--- src/rtl/axi_memtest_master_if.sv ---
// AXI-style bus bundle between the memory-test initiator and the SRAM bridge
// responder. Word-addressed, 16-bit data, single-bit response codes.
interface axi_memtest_master_if;
    logic        aw_valid;
    logic        aw_ready;
    logic [17:0] aw_addr;
    logic        aw_prot;
    logic        w_valid;
    logic        w_ready;
    logic [15:0] w_data;
    logic [1:0]  w_strb;
    logic        b_valid;
    logic        b_ready;
    logic        b_resp;
    logic        ar_valid;
    logic        ar_ready;
    logic [17:0] ar_addr;
    logic        ar_prot;
    logic        r_valid;
    logic        r_ready;
    logic [15:0] r_data;
    logic        r_resp;

    modport master (
        output aw_valid, aw_addr, aw_prot, w_valid, w_data, w_strb, b_ready,
               ar_valid, ar_addr, ar_prot, r_ready,
        input  aw_ready, w_ready, b_valid, b_resp, ar_ready, r_valid, r_data, r_resp
    );

    modport slave (
        input  aw_valid, aw_addr, aw_prot, w_valid, w_data, w_strb, b_ready,
               ar_valid, ar_addr, ar_prot, r_ready,
        output aw_ready, w_ready, b_valid, b_resp, ar_ready, r_valid, r_data, r_resp
    );
endinterface

--- src/rtl/axi_memtest_master.sv ---
// Memory-test AXI initiator: writes a deterministic pattern over
// [BASE, BASE+LEN-1], reads it back, counts mismatches and error responses.
// One transaction outstanding; the whole write pass precedes the read pass.
// Optional build macro AXI_MEMTEST_LFSR_EN switches the pattern from
// idx^SEED to a 16-bit Galois LFSR (taps 16'hB400) seeded with SEED.
module axi_memtest_master #(
    parameter logic [17:0] BASE = 18'h00000,
    parameter int unsigned LEN  = 256,
    parameter logic [15:0] SEED = 16'hACE1
) (
    input  logic                 a_clk,
    input  logic                 a_rst,
    input  logic                 start,
    output logic                 busy,
    output logic                 done,
    output logic [15:0]          err_count,
    output logic [17:0]          first_err_addr,
    axi_memtest_master_if.master bus
);

    localparam logic [17:0] LAST_IDX = 18'(LEN - 1);

`ifdef AXI_MEMTEST_LFSR_EN
    // A zero seed would lock the LFSR at zero, so it is forced to one.
    localparam logic [15:0] FIRST_PAT = (SEED == 16'h0000) ? 16'h0001 : SEED;

    function automatic logic [15:0] lfsr_step(input logic [15:0] v);
        return {1'b0, v[15:1]} ^ (v[0] ? 16'hB400 : 16'h0000);
    endfunction
`else
    localparam logic [15:0] FIRST_PAT = SEED;
`endif

    typedef enum logic [2:0] {
        ST_IDLE = 3'd0,
        ST_WR   = 3'd1,
        ST_WB   = 3'd2,
        ST_RA   = 3'd3,
        ST_RD   = 3'd4,
        ST_DONE = 3'd5
    } state_t;

    state_t      state_r,  state_nx_s;
    logic [17:0] idx_r,    idx_nx_s;
    logic        aw_valid_r, aw_valid_nx_s;
    logic [17:0] aw_addr_r,  aw_addr_nx_s;
    logic        w_valid_r,  w_valid_nx_s;
    logic [15:0] w_data_r,   w_data_nx_s;
    logic        b_ready_r,  b_ready_nx_s;
    logic        ar_valid_r, ar_valid_nx_s;
    logic [17:0] ar_addr_r,  ar_addr_nx_s;
    logic        r_ready_r,  r_ready_nx_s;
    logic        busy_r,     busy_nx_s;
    logic        done_r,     done_nx_s;
    logic [15:0] err_cnt_r,  err_cnt_nx_s;
    logic [17:0] first_r,    first_nx_s;
`ifdef AXI_MEMTEST_LFSR_EN
    logic [15:0] lfsr_r,     lfsr_nx_s;
`endif

    logic [17:0] idx_inc_s;
    logic [15:0] cur_pat_s;
    logic [15:0] next_pat_s;
    logic        aw_left_s;
    logic        w_left_s;
    logic        err_s;

    // Pattern of the current word and of the word that follows it.
    always_comb begin
        idx_inc_s = idx_r + 18'd1;
`ifdef AXI_MEMTEST_LFSR_EN
        cur_pat_s  = lfsr_r;
        next_pat_s = lfsr_step(lfsr_r);
`else
        cur_pat_s  = idx_r[15:0] ^ SEED;
        next_pat_s = idx_inc_s[15:0] ^ SEED;
`endif
    end

    // Next-state, next-output and error accounting for the test sequencer.
    always_comb begin
        state_nx_s    = state_r;
        idx_nx_s      = idx_r;
        aw_valid_nx_s = aw_valid_r;
        aw_addr_nx_s  = aw_addr_r;
        w_valid_nx_s  = w_valid_r;
        w_data_nx_s   = w_data_r;
        b_ready_nx_s  = b_ready_r;
        ar_valid_nx_s = ar_valid_r;
        ar_addr_nx_s  = ar_addr_r;
        r_ready_nx_s  = r_ready_r;
        busy_nx_s     = busy_r;
        done_nx_s     = done_r;
        err_cnt_nx_s  = err_cnt_r;
        first_nx_s    = first_r;
`ifdef AXI_MEMTEST_LFSR_EN
        lfsr_nx_s     = lfsr_r;
`endif
        err_s         = 1'b0;
        aw_left_s     = aw_valid_r && !bus.aw_ready;
        w_left_s      = w_valid_r && !bus.w_ready;

        case (state_r)
            ST_IDLE: begin
                if (start) begin
                    err_cnt_nx_s  = 16'h0000;
                    first_nx_s    = 18'h00000;
                    done_nx_s     = 1'b0;
                    busy_nx_s     = 1'b1;
                    idx_nx_s      = 18'h00000;
                    aw_valid_nx_s = 1'b1;
                    w_valid_nx_s  = 1'b1;
                    aw_addr_nx_s  = BASE;
                    w_data_nx_s   = FIRST_PAT;
`ifdef AXI_MEMTEST_LFSR_EN
                    lfsr_nx_s     = FIRST_PAT;
`endif
                    state_nx_s    = ST_WR;
                end else begin
                    state_nx_s    = ST_IDLE;
                end
            end
            ST_WR: begin
                // Address and data channels retire independently.
                aw_valid_nx_s = aw_left_s;
                w_valid_nx_s  = w_left_s;
                if (!aw_left_s && !w_left_s) begin
                    b_ready_nx_s = 1'b1;
                    state_nx_s   = ST_WB;
                end else begin
                    state_nx_s   = ST_WR;
                end
            end
            ST_WB: begin
                if (bus.b_valid && b_ready_r) begin
                    err_s        = (bus.b_resp != 1'b0);
                    b_ready_nx_s = 1'b0;
                    if (idx_r == LAST_IDX) begin
                        idx_nx_s      = 18'h00000;
                        ar_valid_nx_s = 1'b1;
                        ar_addr_nx_s  = BASE;
`ifdef AXI_MEMTEST_LFSR_EN
                        lfsr_nx_s     = FIRST_PAT;
`endif
                        state_nx_s    = ST_RA;
                    end else begin
                        idx_nx_s      = idx_inc_s;
                        aw_valid_nx_s = 1'b1;
                        w_valid_nx_s  = 1'b1;
                        aw_addr_nx_s  = BASE + idx_inc_s;
                        w_data_nx_s   = next_pat_s;
`ifdef AXI_MEMTEST_LFSR_EN
                        lfsr_nx_s     = next_pat_s;
`endif
                        state_nx_s    = ST_WR;
                    end
                end else begin
                    state_nx_s = ST_WB;
                end
            end
            ST_RA: begin
                if (ar_valid_r && bus.ar_ready) begin
                    ar_valid_nx_s = 1'b0;
                    r_ready_nx_s  = 1'b1;
                    state_nx_s    = ST_RD;
                end else begin
                    state_nx_s    = ST_RA;
                end
            end
            ST_RD: begin
                if (bus.r_valid && r_ready_r) begin
                    // A bad response and bad data on the same beat count once.
                    err_s        = (bus.r_resp != 1'b0) || (bus.r_data != cur_pat_s);
                    r_ready_nx_s = 1'b0;
                    if (idx_r == LAST_IDX) begin
                        state_nx_s    = ST_DONE;
                    end else begin
                        idx_nx_s      = idx_inc_s;
                        ar_valid_nx_s = 1'b1;
                        ar_addr_nx_s  = BASE + idx_inc_s;
`ifdef AXI_MEMTEST_LFSR_EN
                        lfsr_nx_s     = next_pat_s;
`endif
                        state_nx_s    = ST_RA;
                    end
                end else begin
                    state_nx_s = ST_RD;
                end
            end
            ST_DONE: begin
                busy_nx_s  = 1'b0;
                done_nx_s  = 1'b1;
                state_nx_s = ST_IDLE;
            end
            default: begin
                state_nx_s = ST_IDLE;
            end
        endcase

        if (err_s) begin
            if (err_cnt_r != 16'hFFFF) begin
                err_cnt_nx_s = err_cnt_r + 16'd1;
            end else begin
                err_cnt_nx_s = err_cnt_r;
            end
            if (err_cnt_r == 16'h0000) begin
                first_nx_s = BASE + idx_r;
            end else begin
                first_nx_s = first_r;
            end
        end else begin
            err_cnt_nx_s = err_cnt_nx_s;
        end
    end

    // State and output registers with synchronous active-low reset.
    always_ff @(posedge a_clk) begin
        if (!a_rst) begin
            state_r    <= ST_IDLE;
            idx_r      <= 18'h00000;
            aw_valid_r <= 1'b0;
            aw_addr_r  <= 18'h00000;
            w_valid_r  <= 1'b0;
            w_data_r   <= 16'h0000;
            b_ready_r  <= 1'b0;
            ar_valid_r <= 1'b0;
            ar_addr_r  <= 18'h00000;
            r_ready_r  <= 1'b0;
            busy_r     <= 1'b0;
            done_r     <= 1'b0;
            err_cnt_r  <= 16'h0000;
            first_r    <= 18'h00000;
`ifdef AXI_MEMTEST_LFSR_EN
            lfsr_r     <= 16'h0000;
`endif
        end else begin
            state_r    <= state_nx_s;
            idx_r      <= idx_nx_s;
            aw_valid_r <= aw_valid_nx_s;
            aw_addr_r  <= aw_addr_nx_s;
            w_valid_r  <= w_valid_nx_s;
            w_data_r   <= w_data_nx_s;
            b_ready_r  <= b_ready_nx_s;
            ar_valid_r <= ar_valid_nx_s;
            ar_addr_r  <= ar_addr_nx_s;
            r_ready_r  <= r_ready_nx_s;
            busy_r     <= busy_nx_s;
            done_r     <= done_nx_s;
            err_cnt_r  <= err_cnt_nx_s;
            first_r    <= first_nx_s;
`ifdef AXI_MEMTEST_LFSR_EN
            lfsr_r     <= lfsr_nx_s;
`endif
        end
    end

    assign busy           = busy_r;
    assign done           = done_r;
    assign err_count      = err_cnt_r;
    assign first_err_addr = first_r;
    assign bus.aw_valid   = aw_valid_r;
    assign bus.aw_addr    = aw_addr_r;
    assign bus.aw_prot    = 1'b0;
    assign bus.w_valid    = w_valid_r;
    assign bus.w_data     = w_data_r;
    assign bus.w_strb     = 2'b11;
    assign bus.b_ready    = b_ready_r;
    assign bus.ar_valid   = ar_valid_r;
    assign bus.ar_addr    = ar_addr_r;
    assign bus.ar_prot    = 1'b0;
    assign bus.r_ready    = r_ready_r;

endmodule
--- src/flat_wrapper.sv ---
// flat-port wrapper written by rule: the top's interface ports become plain ports
module axi_memtest_master_flat 
#(
    parameter logic [17:0] BASE = 18'h00000,
    parameter int unsigned LEN  = 256,
    parameter logic [15:0] SEED = 16'hACE1
)
  (a_clk, a_rst, start, busy, done, err_count, first_err_addr, bus_aw_valid, bus_aw_addr, bus_aw_prot, bus_w_valid, bus_w_data, bus_w_strb, bus_b_ready, bus_ar_valid, bus_ar_addr, bus_ar_prot, bus_r_ready, bus_aw_ready, bus_w_ready, bus_b_valid, bus_b_resp, bus_ar_ready, bus_r_valid, bus_r_data, bus_r_resp);
  axi_memtest_master_if bus_i ();
  input  logic a_clk;
  input  logic a_rst;
  input  logic start;
  output logic busy;
  output logic done;
  output logic [15:0] err_count;
  output logic [17:0] first_err_addr;
  output wire logic [$bits(bus_i.aw_valid)-1:0] bus_aw_valid;
  output wire logic [$bits(bus_i.aw_addr)-1:0] bus_aw_addr;
  output wire logic [$bits(bus_i.aw_prot)-1:0] bus_aw_prot;
  output wire logic [$bits(bus_i.w_valid)-1:0] bus_w_valid;
  output wire logic [$bits(bus_i.w_data)-1:0] bus_w_data;
  output wire logic [$bits(bus_i.w_strb)-1:0] bus_w_strb;
  output wire logic [$bits(bus_i.b_ready)-1:0] bus_b_ready;
  output wire logic [$bits(bus_i.ar_valid)-1:0] bus_ar_valid;
  output wire logic [$bits(bus_i.ar_addr)-1:0] bus_ar_addr;
  output wire logic [$bits(bus_i.ar_prot)-1:0] bus_ar_prot;
  output wire logic [$bits(bus_i.r_ready)-1:0] bus_r_ready;
  input wire logic [$bits(bus_i.aw_ready)-1:0] bus_aw_ready;
  input wire logic [$bits(bus_i.w_ready)-1:0] bus_w_ready;
  input wire logic [$bits(bus_i.b_valid)-1:0] bus_b_valid;
  input wire logic [$bits(bus_i.b_resp)-1:0] bus_b_resp;
  input wire logic [$bits(bus_i.ar_ready)-1:0] bus_ar_ready;
  input wire logic [$bits(bus_i.r_valid)-1:0] bus_r_valid;
  input wire logic [$bits(bus_i.r_data)-1:0] bus_r_data;
  input wire logic [$bits(bus_i.r_resp)-1:0] bus_r_resp;
  assign bus_aw_valid = bus_i.aw_valid;
  assign bus_aw_addr = bus_i.aw_addr;
  assign bus_aw_prot = bus_i.aw_prot;
  assign bus_w_valid = bus_i.w_valid;
  assign bus_w_data = bus_i.w_data;
  assign bus_w_strb = bus_i.w_strb;
  assign bus_b_ready = bus_i.b_ready;
  assign bus_ar_valid = bus_i.ar_valid;
  assign bus_ar_addr = bus_i.ar_addr;
  assign bus_ar_prot = bus_i.ar_prot;
  assign bus_r_ready = bus_i.r_ready;
  assign bus_i.aw_ready = bus_aw_ready;
  assign bus_i.w_ready = bus_w_ready;
  assign bus_i.b_valid = bus_b_valid;
  assign bus_i.b_resp = bus_b_resp;
  assign bus_i.ar_ready = bus_ar_ready;
  assign bus_i.r_valid = bus_r_valid;
  assign bus_i.r_data = bus_r_data;
  assign bus_i.r_resp = bus_r_resp;
  axi_memtest_master #(.BASE(BASE), .LEN(LEN), .SEED(SEED)) u_core (.a_clk(a_clk), .a_rst(a_rst), .start(start), .busy(busy), .done(done), .err_count(err_count), .first_err_addr(first_err_addr), .bus(bus_i));
endmodule
--- config.mk ---
export PLATFORM = sky130hd
export DESIGN_NAME = axi_memtest_master_flat
export DESIGN_NICKNAME = d
export VERILOG_FILES = /design/src/rtl/axi_memtest_master_if.sv /design/src/rtl/axi_memtest_master.sv /design/src/flat_wrapper.sv
export SDC_FILE = /design/constraint.sdc
export NUM_CORES = 1
export LEC_CHECK = 0
export ABC_CLOCK_PERIOD_IN_PS = 5200
export CAP_MARGIN = 20
export CORE_ASPECT_RATIO = 2
export CORE_MARGIN = 4
export CORE_UTILIZATION = 40
export CTS_CLUSTER_SIZE = 28
export DETAILED_ROUTE_END_ITERATION = 10
export HOLD_SLACK_MARGIN = 0.08
export PLACE_DENSITY_LB_ADDON = 0.3
export SLEW_MARGIN = 20
export SYNTH_ARGS = -nofsm -noshare
export SYNTH_HDL_FRONTEND = slang
export SYNTH_SLANG_ARGS = --single-unit
--- constraint.sdc ---
create_clock -name a_clk -period 5.2 [get_ports a_clk]
set_input_delay 0.78 -clock a_clk [delete_from_list [all_inputs] [get_ports a_clk]]
set_output_delay 0.78 -clock a_clk [all_outputs]
set_load 0.1 [all_outputs]
==> impl_metrics.py <==
metrics = {
    "outcome": {
        "status": "complete, no violations",
    },
    "global_route": {
        "met2_usage": 0.362,
        "grt_start_max_net_pins": 94,
        "grt_use_met1": 0.232,
        "grt_pass1_wl_um": 24100,
        "busiest_layer": "met2",
        "grt_util_all_layers": 0.202,
        "first_global_vias": 4776,
        "antenna_found_initial": 0,
        "met3_usage": 0.0272,
        "grt_overflow": 0,
    },
    "timing": {
        "fmax_ghz": 0.325,
        "setup_viol": 0,
        "fin_ws_ns": 2.13,
        "slew_headroom": 0.298,
        "tightest_slew_ns": 1.05,
        "rsz0062_at_grt": "no",
        "min_period_over_period": 0.591,
        "tns_ns": 0,
        "finClkSkew_ns": 0.00785,
        "hold_viol": 0,
        "layout_min_cycle_time_ns": 3.07,
        "drv_slew": 0,
    },
    "floorplanning": {
        "die_area_mm2": 0.0151,
        "fp.dieW_um": 88.8,
        "fp-row-count": 58,
        "coreArea_mm2": 0.0127,
        "ios": 123,
        "dieHeight_um": 170,
        "start_util": 0.411,
    },
    "synth": {
        "synth_cell_types": 57,
        "async_flop_share": 0,
        "synthCells": 633,
        "synth_seq_area_share": 0.406,
        "postSynthAreaPerCell_um2": 8.25,
        "ys_ff_latch": 106,
        "synth-edff-count": 0,
        "synth_ff_type": "dfxtp_1",
        "syn-cell-area_mm2": 0.00523,
        "yosys_warnings": 0,
    },
    "clock_network": {
        "cts_tree": "yes",
        "cts_setup_buffers": 0,
        "cts_buffers": 9,
        "cts-root-buf": "clkbuf_16",
        "cts.sinks": 106,
        "cts_hold_buffers": 0,
        "clock_latency_ns": 0.34,
        "clockBufferDepth": 2,
        "path_clk_slew_ns": 0.07,
        "htree_num_levels": 3,
        "cts_resized": 0,
    },
    "setup_path": {
        "cp_slowest_cell": "a21oi_2",
        "cp_top_family": "compound AO/OA/AOI/OAI gates",
        "crit_chain": "ha_1 -> nand3_1 -> nor3_4 -> a41oi_2 -> a21oi_2 -> nor3_1 -> a21oi_1 -> nor2b_1",
        "crit_path_start_kind": "flip-flop",
        "crit_fanout": 22,
        "worstSetupPathType": "flip-flop to flip-flop",
        "slowest_delay_ns": 0.82,
        "crit_path_end_kind": "flip-flop",
        "arrival_ns": 3.31,
        "worstPathRequired_ns": 5.44,
        "critPathBufInv": 0,
    },
    "place": {
        "dpl.hpwl_um": 11200,
        "globalplace.congestion": 0.847,
        "pre_cts_slack_ns": 1.72,
        "io_buffers": 118,
    },
    "route": {
        "final_antenna_net_count": 0,
        "drt_iter0_drc": 280,
        "drt_pass1_iterations": 5,
        "wl_um": 15000,
        "drc": 0,
        "wl_per_cell_um": 17.2,
        "viasPerCell": 5.56,
        "dr_total_vias": 4857,
    },
    "final_layout": {
        "mostFrequentLayoutCell": "clkdlybuf4s50_1",
        "fill_cells": 1198,
        "drive_above_1_share": 0.0567,
        "areaGrowthSynthToFinish_pct": 27.3,
        "regArea_mm2": 0.00212,
        "nets": 747,
        "layout_common_cells": "clkdlybuf4s50_1 (117), dfxtp_1 (106), nand2_1 (97)",
        "num_antenna_cells": 0,
        "multiInputGateArea_mm2": 0.00278,
    },
    "power": {
        "pwr-share-comb": 0.131,
        "p_int_mw": 1.28,
        "swShare": 0.277,
        "sequentialPowerShare": 0.473,
        "vdd_drop_max_mv": 0.176,
        "p_leak_nw": 2.29,
        "p_sw_mw": 0.492,
        "pwr-share-clk": 0.396,
        "power_density_mw_per_mm2": 267,
    },
    "run": {
        "cap_violations": 0,
    },
    "hold_path": {
        "hold_class": "flip-flop to flip-flop",
    },
}
[sequential cells by signal (all words and copies together), names as in the netlist]
register and flops:
u_core.idx_r 18, u_core.busy 1, u_core.state_r 3, u_core.bus.w_data 16, u_core.bus.aw_valid 1, u_core.done 1
u_core.err_count 16, u_core.first_err_addr 18, u_core.bus.b_ready 1, u_core.bus.ar_valid 1, u_core.bus.w_valid 1, u_core.bus.r_ready 1
u_core.bus.ar_addr 18, u_core.bus.aw_addr 10
[through the flow]
stage / cells / power (mW) / hold slack [ns] / util / cell area (um2)
after CTS: 872 / 1.79 / 0.476 / 0.523 / 6640
after global routing: 873 / 1.83 / 0.493 / 0.524 / 6650
after floorplan: 635 / 1.02 / 0.551 / - / 5230
after global placement: 856 / 1.09 / 0.459 / 0.498 / 6330
after detailed placement: 856 / 1.09 / 0.464 / 0.498 / 6330
final: 873 / 1.77 / 0.474 / 0.524 / 6650
[synth_stat cells, types with 2 or more instances]
cell type | n | share of area
a22o_1 | 2 | 0.0034
nor2b_1 | 35 | 0.042
o221a_2 | 4 | 0.0086
nor3b_1 | 3 | 0.0043
nand2b_1 | 2 | 0.0024
nor3b_2 | 2 | 0.0048
and2_1 | 30 | 0.036
o21ai_1 | 13 | 0.012
and4_1 | 3 | 0.0050
a21oi_1 | 23 | 0.022
nor4_1 | 13 | 0.016
conb_1 | 2 | 0.0014
buf_2 | 14 | 0.013
xnor2_1 | 20 | 0.034
o21ai_0 | 49 | 0.047
o31ai_1 | 3 | 0.0043
nand4_1 | 7 | 0.0084
buf_4 | 16 | 0.023
clkbuf_1 | 16 | 0.011
inv_1 | 10 | 0.0072
nand2_1 | 97 | 0.070
ha_1 | 3 | 0.0072
dfxtp_1 | 106 | 0.41
nor3_1 | 9 | 0.0086
o211ai_1 | 2 | 0.0029
nand3_1 | 26 | 0.025
a21boi_0 | 14 | 0.020
xor2_1 | 13 | 0.022
nor2_1 | 26 | 0.019
a31oi_1 | 5 | 0.0060
a22oi_1 | 26 | 0.037
a21o_1 | 3 | 0.0043
buf_6 | 4 | 0.0086
o211a_1 | 2 | 0.0038
and3_1 | 8 | 0.0096
[worst paths after layout]
kind | from | end | slack [ns] | depth (start not counted)
max reg2reg | u_core.idx_r[1]$_SDFFE_PN0P_ | u_core.bus.ar_addr[6]$_SDFFE_PN0P_ | 2.13 | 8
min | u_core.bus.ar_addr[12]$_SDFFE_PN0P_ | u_core.bus.ar_addr[12]$_SDFFE_PN0P_ | 0.47 | 2
min reg2reg | u_core.bus.ar_addr[12]$_SDFFE_PN0P_ | u_core.bus.ar_addr[12]$_SDFFE_PN0P_ | 0.47 | 2
max | u_core.idx_r[1]$_SDFFE_PN0P_ | u_core.bus.ar_addr[6]$_SDFFE_PN0P_ | 2.13 | 8
[power by group through the flow]
stage	Clock, mW	Sequential (mW)	Combinational (mW)
floorplan	0	0.932	0.0927
global placement	0	0.857	0.230
detailed placement	0	0.857	0.233
CTS	0.719	0.838	0.233
global route	0.748	0.841	0.245
finish	0.702	0.839	0.233
[routing by layer]
layer	part of all wire	vias to the layer above	wire (um)
li1	-	2344	-
met2	0.53	166	7950
met5	0	-	0
met3	0.048	39	724
met4	0.033	0	497
met1	0.39	2308	5850
[area by class of cell]
class	instances	area share
Inverter	10	0.00564
Multi-Input combinational cell	468	0.417
Timing Repair Buffer	123	0.183
Clock inverter	6	0.0109
Sequential cell	106	0.319
Tap cell	150	0.0282
Clock buffer	10	0.0359
[worst register-to-register path: stages, from the launching register on]
cell	delay (ns)
dfxtp_1	0.54
ha_1	0.32
nand3_1	0.19
nor3_4	0.38
a41oi_2	0.36
a21oi_2	0.83
nor3_1	0.13
a21oi_1	0.16
nor2b_1	0.06
[kinds of logic after synthesis]
family,count (synthesis),share of synthesized area
flip-flops,106,0.406
multiplexers,1,0.00192
other,2,0.00144
adder cells (fa/ha/maj),3,0.00718
XOR/XNOR,33,0.0553
buffers and inverters,61,0.0647
AO/OA/AOI/OAI,155,0.192
AND/OR/NAND/NOR,272,0.272
Power figures use the tool's default switching activity.
==> variant 1, RTL diff (config.mk and constraints unchanged) <==
`LEN` is set to 256 in 2 places; all go to 192.
--- a/src/rtl/axi_memtest_master.sv
+++ b/src/rtl/axi_memtest_master.sv
@@ -5,7 +5,7 @@
 // idx^SEED to a 16-bit Galois LFSR (taps 16'hB400) seeded with SEED.
 module axi_memtest_master #(
     parameter logic [17:0] BASE = 18'h00000,
-    parameter int unsigned LEN  = 256,
+    parameter int unsigned LEN  = 192,
     parameter logic [15:0] SEED = 16'hACE1
 ) (
     input  logic                 a_clk,
--- a/src/flat_wrapper.sv
+++ b/src/flat_wrapper.sv
@@ -2,7 +2,7 @@
 module axi_memtest_master_flat 
 #(
     parameter logic [17:0] BASE = 18'h00000,
-    parameter int unsigned LEN  = 256,
+    parameter int unsigned LEN  = 192,
     parameter logic [15:0] SEED = 16'hACE1
 )
   (a_clk, a_rst, start, busy, done, err_count, first_err_addr, bus_aw_valid, bus_aw_addr, bus_aw_prot, bus_w_valid, bus_w_data, bus_w_strb, bus_b_ready, bus_ar_valid, bus_ar_addr, bus_ar_prot, bus_r_ready, bus_aw_ready, bus_w_ready, bus_b_valid, bus_b_resp, bus_ar_ready, bus_r_valid, bus_r_data, bus_r_resp);
Function: same outputs for any inputs over 10 cycles, from zero or initial values and one cycle with a_rst low; that may be too few to reach the edited logic, so the function may still have changed.
==> variant 1 against the unedited design <==
Global-route usage rose by 1.1 points. Cell area down 2.8%. Register-to-register slack better by 0.25 ns. Hold slack worse by 0.0057 ns. Wire length increased by 2.4%. Sequential cell count did not move. Synthesized area decreased by 4.1%. Power shrank 2.4%. Setup slack improved by 0.15 ns.
==> variant 1: results (changes against the unedited design) <==
| Metric | Value |
|---|---|
| Initial antenna violation count | 0 (unchanged) |
| Total GRT Usage | 21.34% (+1.1 points) |
| Placed Cells | 797 (-6.9%) |
| Root buf cell | clkbuf_16 |
| Critical path arrival | 3.22 ns (-0.09 ns) |
| Vias in the first global route | 4645 (-2.7%) |
| P_leak | 2.307 nW (+0.70%) |
| Hold Crit Class | flip-flop to flip-flop |
| Routability cong. | 0.8768 (+3.5%) |
| Clock Latency Late Sink | 0.35 ns |
| Distinct cell type count after synthesis | 69 (+21%) |
| Post-Route Skew | 0.005540 ns (-0.002305 ns) |
| Fillers | 1143 (-4.6%) |
| Net total in the final layout | 690 (-7.6%) |
| Register area share after synthesis | 42.37% (+1.8 points) |
| Ranking of synthesized cells by area | dfxtp_1 42%, nand2_1 4.8%, nor2_1 3.9%, a22o_1 3.8%, xnor2_1 3.8% |
| 1st-iter DRT viols | 337 (+20%) |
| Vias per cell | 5.736 (+3.1%) |
| Htree depth | 3 (unchanged) |
| Clock tree buffer depth | 2 (unchanged) |
| Pin count of the biggest net entering global routing | 51 (-46%) |
| # resized after CTS | 0 (unchanged) |
| Max VDD drop | 192.5 uV (+9.5%) |
| WL/cell | 18.94 um (+10%) |
| Maximum net fanout on the critical path | 15 (-32%) |
| CP max stage delay | 0.53 ns (-0.29 ns) |
| Post-CTS Setup Bufs | 0 (unchanged) |
| FFs w/ async S/R, synth | 0% (unchanged) |
| ANT cells | 0 (unchanged) |
| First-pass GRT wire length | 24260 um (+0.86%) |
| Top cells by count, synth | 106 x dfxtp_1, 64 x nand2_1, 52 x nor2_1, 29 x a21oi_1 |
| CTS clk-pin slew, worst paths | 0.07 ns (about the same) |
| Outcome | complete, no violations |
| DRT Pass-1 Iters | 5 (unchanged) |
| Vias after detailed routing | 4663 (-4.0%) |
| Mapped Cells | 568 (-10%) |
| Least-Margin Pin Slew | 0.9910 ns (-0.05865 ns) |
| Ys flop type | dfxtp_1 |
| Slowest stage cell, crit path | nor2_2 |
| Post-DP HPWL | 11580 um (+3.4%) |
| Ys Warns | 0 (unchanged) |
| CTS Buf Count | 9 (unchanged) |
| Layout cells sized above 1 | 7.658% (+2.0 points) |
| PortBufs | 118 (unchanged) |
-- variant 1: stage by stage --
step | hold slack [ns] | setup WS [ns] | cell area [um2]
CTS | 0.4655 | 2.281 | 6464
global route | 0.4877 | 2.090 | 6464
floorplan | 0.4856 | 2.212 | 5016
global placement | 0.4497 | 2.000 | 6177
detailed placement | 0.4491 | 1.923 | 6177
finish | 0.4684 | 2.280 | 6464
-- variant 1: kinds of logic (layout without fill, tap and decap cells) --
group	Yosys count	count (layout)	synth area share, %
simple gates	233	233	24.41
compound gates	132	132	19.59
flops	106	106	42.37
buf+inv	53	149	5.721
xor+xnor	32	32	5.596
mux	7	7	1.424
fa+ha+maj	3	3	0.7495
other cells	2	4	0.1499
-- variant 1: metal layers --
| metal | vias to the layer above | wire [um] | GRT usage, % | share of wire (%) |
|---|---|---|---|---|
| met5 | - | 0 | 0 | 0 |
| met4 | 0 | 436 | 8.751 | 2.8 |
| met3 | 30 | 873 | 4.171 | 5.7 |
| met2 | 164 | 8282 | 38.63 | 54 |
| met1 | 2248 | 5804 | 23.52 | 38 |
| li1 | 2221 | - | - | - |
-- variant 1: layout make-up --
class / instances / area share (%)
Clock inverter: 6 / 0.7356
Sequential cell: 106 / 32.83
Multi-Input combinational cell: 411 / 40.34
Timing Repair Buffer: 125 / 19.09
Clock buffer: 10 / 3.697
Tap cell: 147 / 2.846
Inverter: 8 / 0.4646
-- variant 1: final timing paths --
path | startpoint | end | slack [ns] | cells after the start
min reg2reg | u_core.bus.ar_addr[8]$_SDFFE_PN0P_ | u_core.bus.ar_addr[8]$_SDFFE_PN0P_ | 0.47 | 2
min | u_core.bus.ar_addr[8]$_SDFFE_PN0P_ | u_core.bus.ar_addr[8]$_SDFFE_PN0P_ | 0.47 | 2
max reg2reg | u_core.idx_r[0]$_SDFFE_PN0P_ | u_core.bus.w_data[3]$_SDFFE_PN0P_ | 2.38 | 7
max | bus_b_valid | u_core.first_err_addr[2]$_SDFFE_PN0P_ | 2.28 | 7
-- variant 1: power breakdown --
| group | internal [W] | switching [W] | total (W) |
|---|---|---|---|
| clock network | 0.000343 | 0.000320 | 0.000663 |
| logic | 0.0000637 | 0.000165 | 0.000229 |
| registers | 0.000824 | 0.0000153 | 0.000839 |
-- variant 1: critical path, delay by kind of cell --
kind / cells / cell delay [ns]
and+or+nand+nor: 4 / 1.42
AOI/OAI and AO/OA: 2 / 0.50
buffers and inverters: 1 / 0.50
==> variant 2, RTL diff (same flow settings) <==
Without the edit above. Reset style: asynchronous (`a_rst`), changed in one clocked block. Comments in the files are not updated.
--- a/src/rtl/axi_memtest_master.sv
+++ b/src/rtl/axi_memtest_master.sv
@@ -214,7 +214,7 @@
     end
 
     // State and output registers with synchronous active-low reset.
-    always_ff @(posedge a_clk) begin
+    always_ff @(posedge a_clk or negedge a_rst) begin
         if (!a_rst) begin
             state_r    <= ST_IDLE;
             idx_r      <= 18'h00000;
Check against the original RTL: differs if a_rst is asserted again (counterexample within 4 cycles, from zero or initial values and one cycle with a_rst low); with a_rst held inactive, the same outputs for 10 cycles.
==> variant 2 against the unedited design <==
Critical path depth down 1. Sequential share of layout area is 7.7 points higher. Cell area rose by 0.75%. Synthesized area grew 1.1%. Register-to-register slack about the same. Wire length is 1.7% higher. Global-route usage increased by 0.40 points. Critical path type is now input port to flip-flop. Count of clock-buffer cells in the layout did not move. Sequential cell count stayed put. Synthesized cell count is 14% lower. Setup slack worse by 0.028 ns.
Power is not compared: it rests on default switching activity, and its combinational part moved more than twofold at a synthesized area within 25%.
==> variant 2: results (changes against the unedited design) <==
| Metric | Value |
|---|---|
| Ys flop type | dfrtp_1 |
| Multiplexer share of the synthesized area | 0.2131% (+0.022 points) |
| Maximum net fanout on the critical path | 17 (-23%) |
| Total GRT Usage | 20.61% (+0.40 points) |
| Register area share after synthesis | 50.20% (+9.6 points) |
| CTS clk-pin slew, worst paths | 0.07 ns (about the same) |
| Critical path arrival | 3.33 ns (+0.02 ns) |
| Worst slack, placed | 1.759 ns (+0.04231 ns) |
| Vias per cell | 5.676 (+2.0%) |
| Layout cells sized above 1 | 6.426% (+0.76 points) |
| Ys Warns | 0 (unchanged) |
| 1st-iter DRT viols | 267 (-4.6%) |
| First-pass GRT wire length | 23690 um (-1.5%) |
| Synth Area in Compound Gates | 16.95% (-2.2 points) |
| Ranking of synthesized cells by area | dfrtp_1 50%, nand2_1 6.1%, o21ai_0 4.4%, xor2_1 3.1%, nor2_1 3.0% |
| Top cells by count, synth | 106 x dfrtp_1, 86 x nand2_1, 46 x o21ai_0, 42 x nor2_1, 25 x nand3_1 |
| Pin count of the biggest net entering global routing | 58 (-38%) |
| Max_slew headroom | 33.08% (+3.3 points) |
| DRT Pass-1 Iters | 7 (+2) |
| Peak Freq | 0.3226 GHz (-0.89%) |
| Synth Area in Adders | 0.7104% (-0.0080 points) |
| Xor/xnor share of the synthesized area | 5.470% (-0.062 points) |
| Post-Route Skew | 0.008089 ns (+0.0002442 ns) |
| FFs w/ async S/R, synth | 100.0% (+100 points) |
| Outcome | complete, no violations |
| Post-DP HPWL | 11390 um (+1.8%) |
| Hold Crit Class | input port to asynchronous set/reset pin |
| Distinct cell type count after synthesis | 62 (+8.8%) |
| DRT Wirelength | 15290 um (+1.7%) |
| Routability cong. | 0.9150 (+8.1%) |
variant 2: report_power, final:
part | switching [W] | leakage, nW | internal [W]
Clock | 0.000306 | 0.153 | 0.000424
Sequential | 0.0000837 | 1.42 | 0.000872
Combinational | 0.000555 | 1.21 | 0.000178
variant 2: layer usage:
| layer | vias up | wire length, um | GRT usage [%] | share of wire [%] |
|---|---|---|---|---|
| met5 | - | 0 | 0 | 0 |
| met3 | 46 | 837 | 3.277 | 5.5 |
| met2 | 166 | 8314 | 35.72 | 54 |
| met4 | 0 | 647 | 10.76 | 4.2 |
| li1 | 2065 | - | - | - |
| met1 | 2207 | 5492 | 23.74 | 36 |
variant 2: cells by family after synthesis:
logic type / count (synthesis)
AND/OR/NAND/NOR: 218
AO/OA/AOI/OAI: 129
flip-flops: 106
buffers and inverters: 54
XOR/XNOR: 33
adder cells (fa/ha/maj): 3
other: 2
multiplexers: 1
variant 2: cell type report:
cell class / instances / area [um2] / area share (%)
sequential: 106 / 2653 / 39.58
multi-input combinational: 388 / 2312 / 34.50
timing repair buffer: 121 / 1201 / 17.92
clock buffer: 10 / 229.0 / 3.417
tap: 152 / 190.2 / 2.838
clock inverter: 6 / 90.09 / 1.344
inverter: 7 / 26.28 / 0.3921
variant 2: worst paths after layout:
path / to / start / cells past startpoint / slack (ns)
min in group a_clk: u_core.bus.aw_addr[6]$_DFFE_PN0P_ / u_core.bus.aw_addr[6]$_DFFE_PN0P_ / 1 / 0.48
worst min-delay path: u_core.err_count[13]$_DFFE_PN0P_ / a_rst / 1 / 0.45
max in group asynchronous: u_core.bus.aw_addr[5]$_DFFE_PN0P_ / a_rst / 2 / 3.55
worst max-delay path: u_core.err_count[4]$_DFFE_PN0P_ / bus_r_data[11] / 7 / 2.10
worst max register to register: u_core.idx_r[11]$_DFFE_PN0P_ / u_core.idx_r[0]$_DFFE_PN0P_ / 6 / 2.12
worst min register to register: u_core.bus.aw_addr[6]$_DFFE_PN0P_ / u_core.bus.aw_addr[6]$_DFFE_PN0P_ / 1 / 0.48
variant 2: critical path, stage by stage:
cell	delay, ns
clkdlybuf4s50_1	0.53
xor2_1	0.19
nand4_1	0.17
nor4_4	0.39
and2_1	0.62
nor2_2	0.26
a221o_1	0.39
variant 2: through the flow:
stage | area [um2] | instances | total power (W)
3_3_place_gp | 6382 | 774 | 0.001697
6_report | 6701 | 790 | 0.002419
5_1_grt | 6701 | 790 | 0.002518
3_5_place_dp | 6382 | 774 | 0.001706
2_1_floorplan | 5291 | 548 | 0.001519
4_1_cts | 6701 | 790 | 0.002438
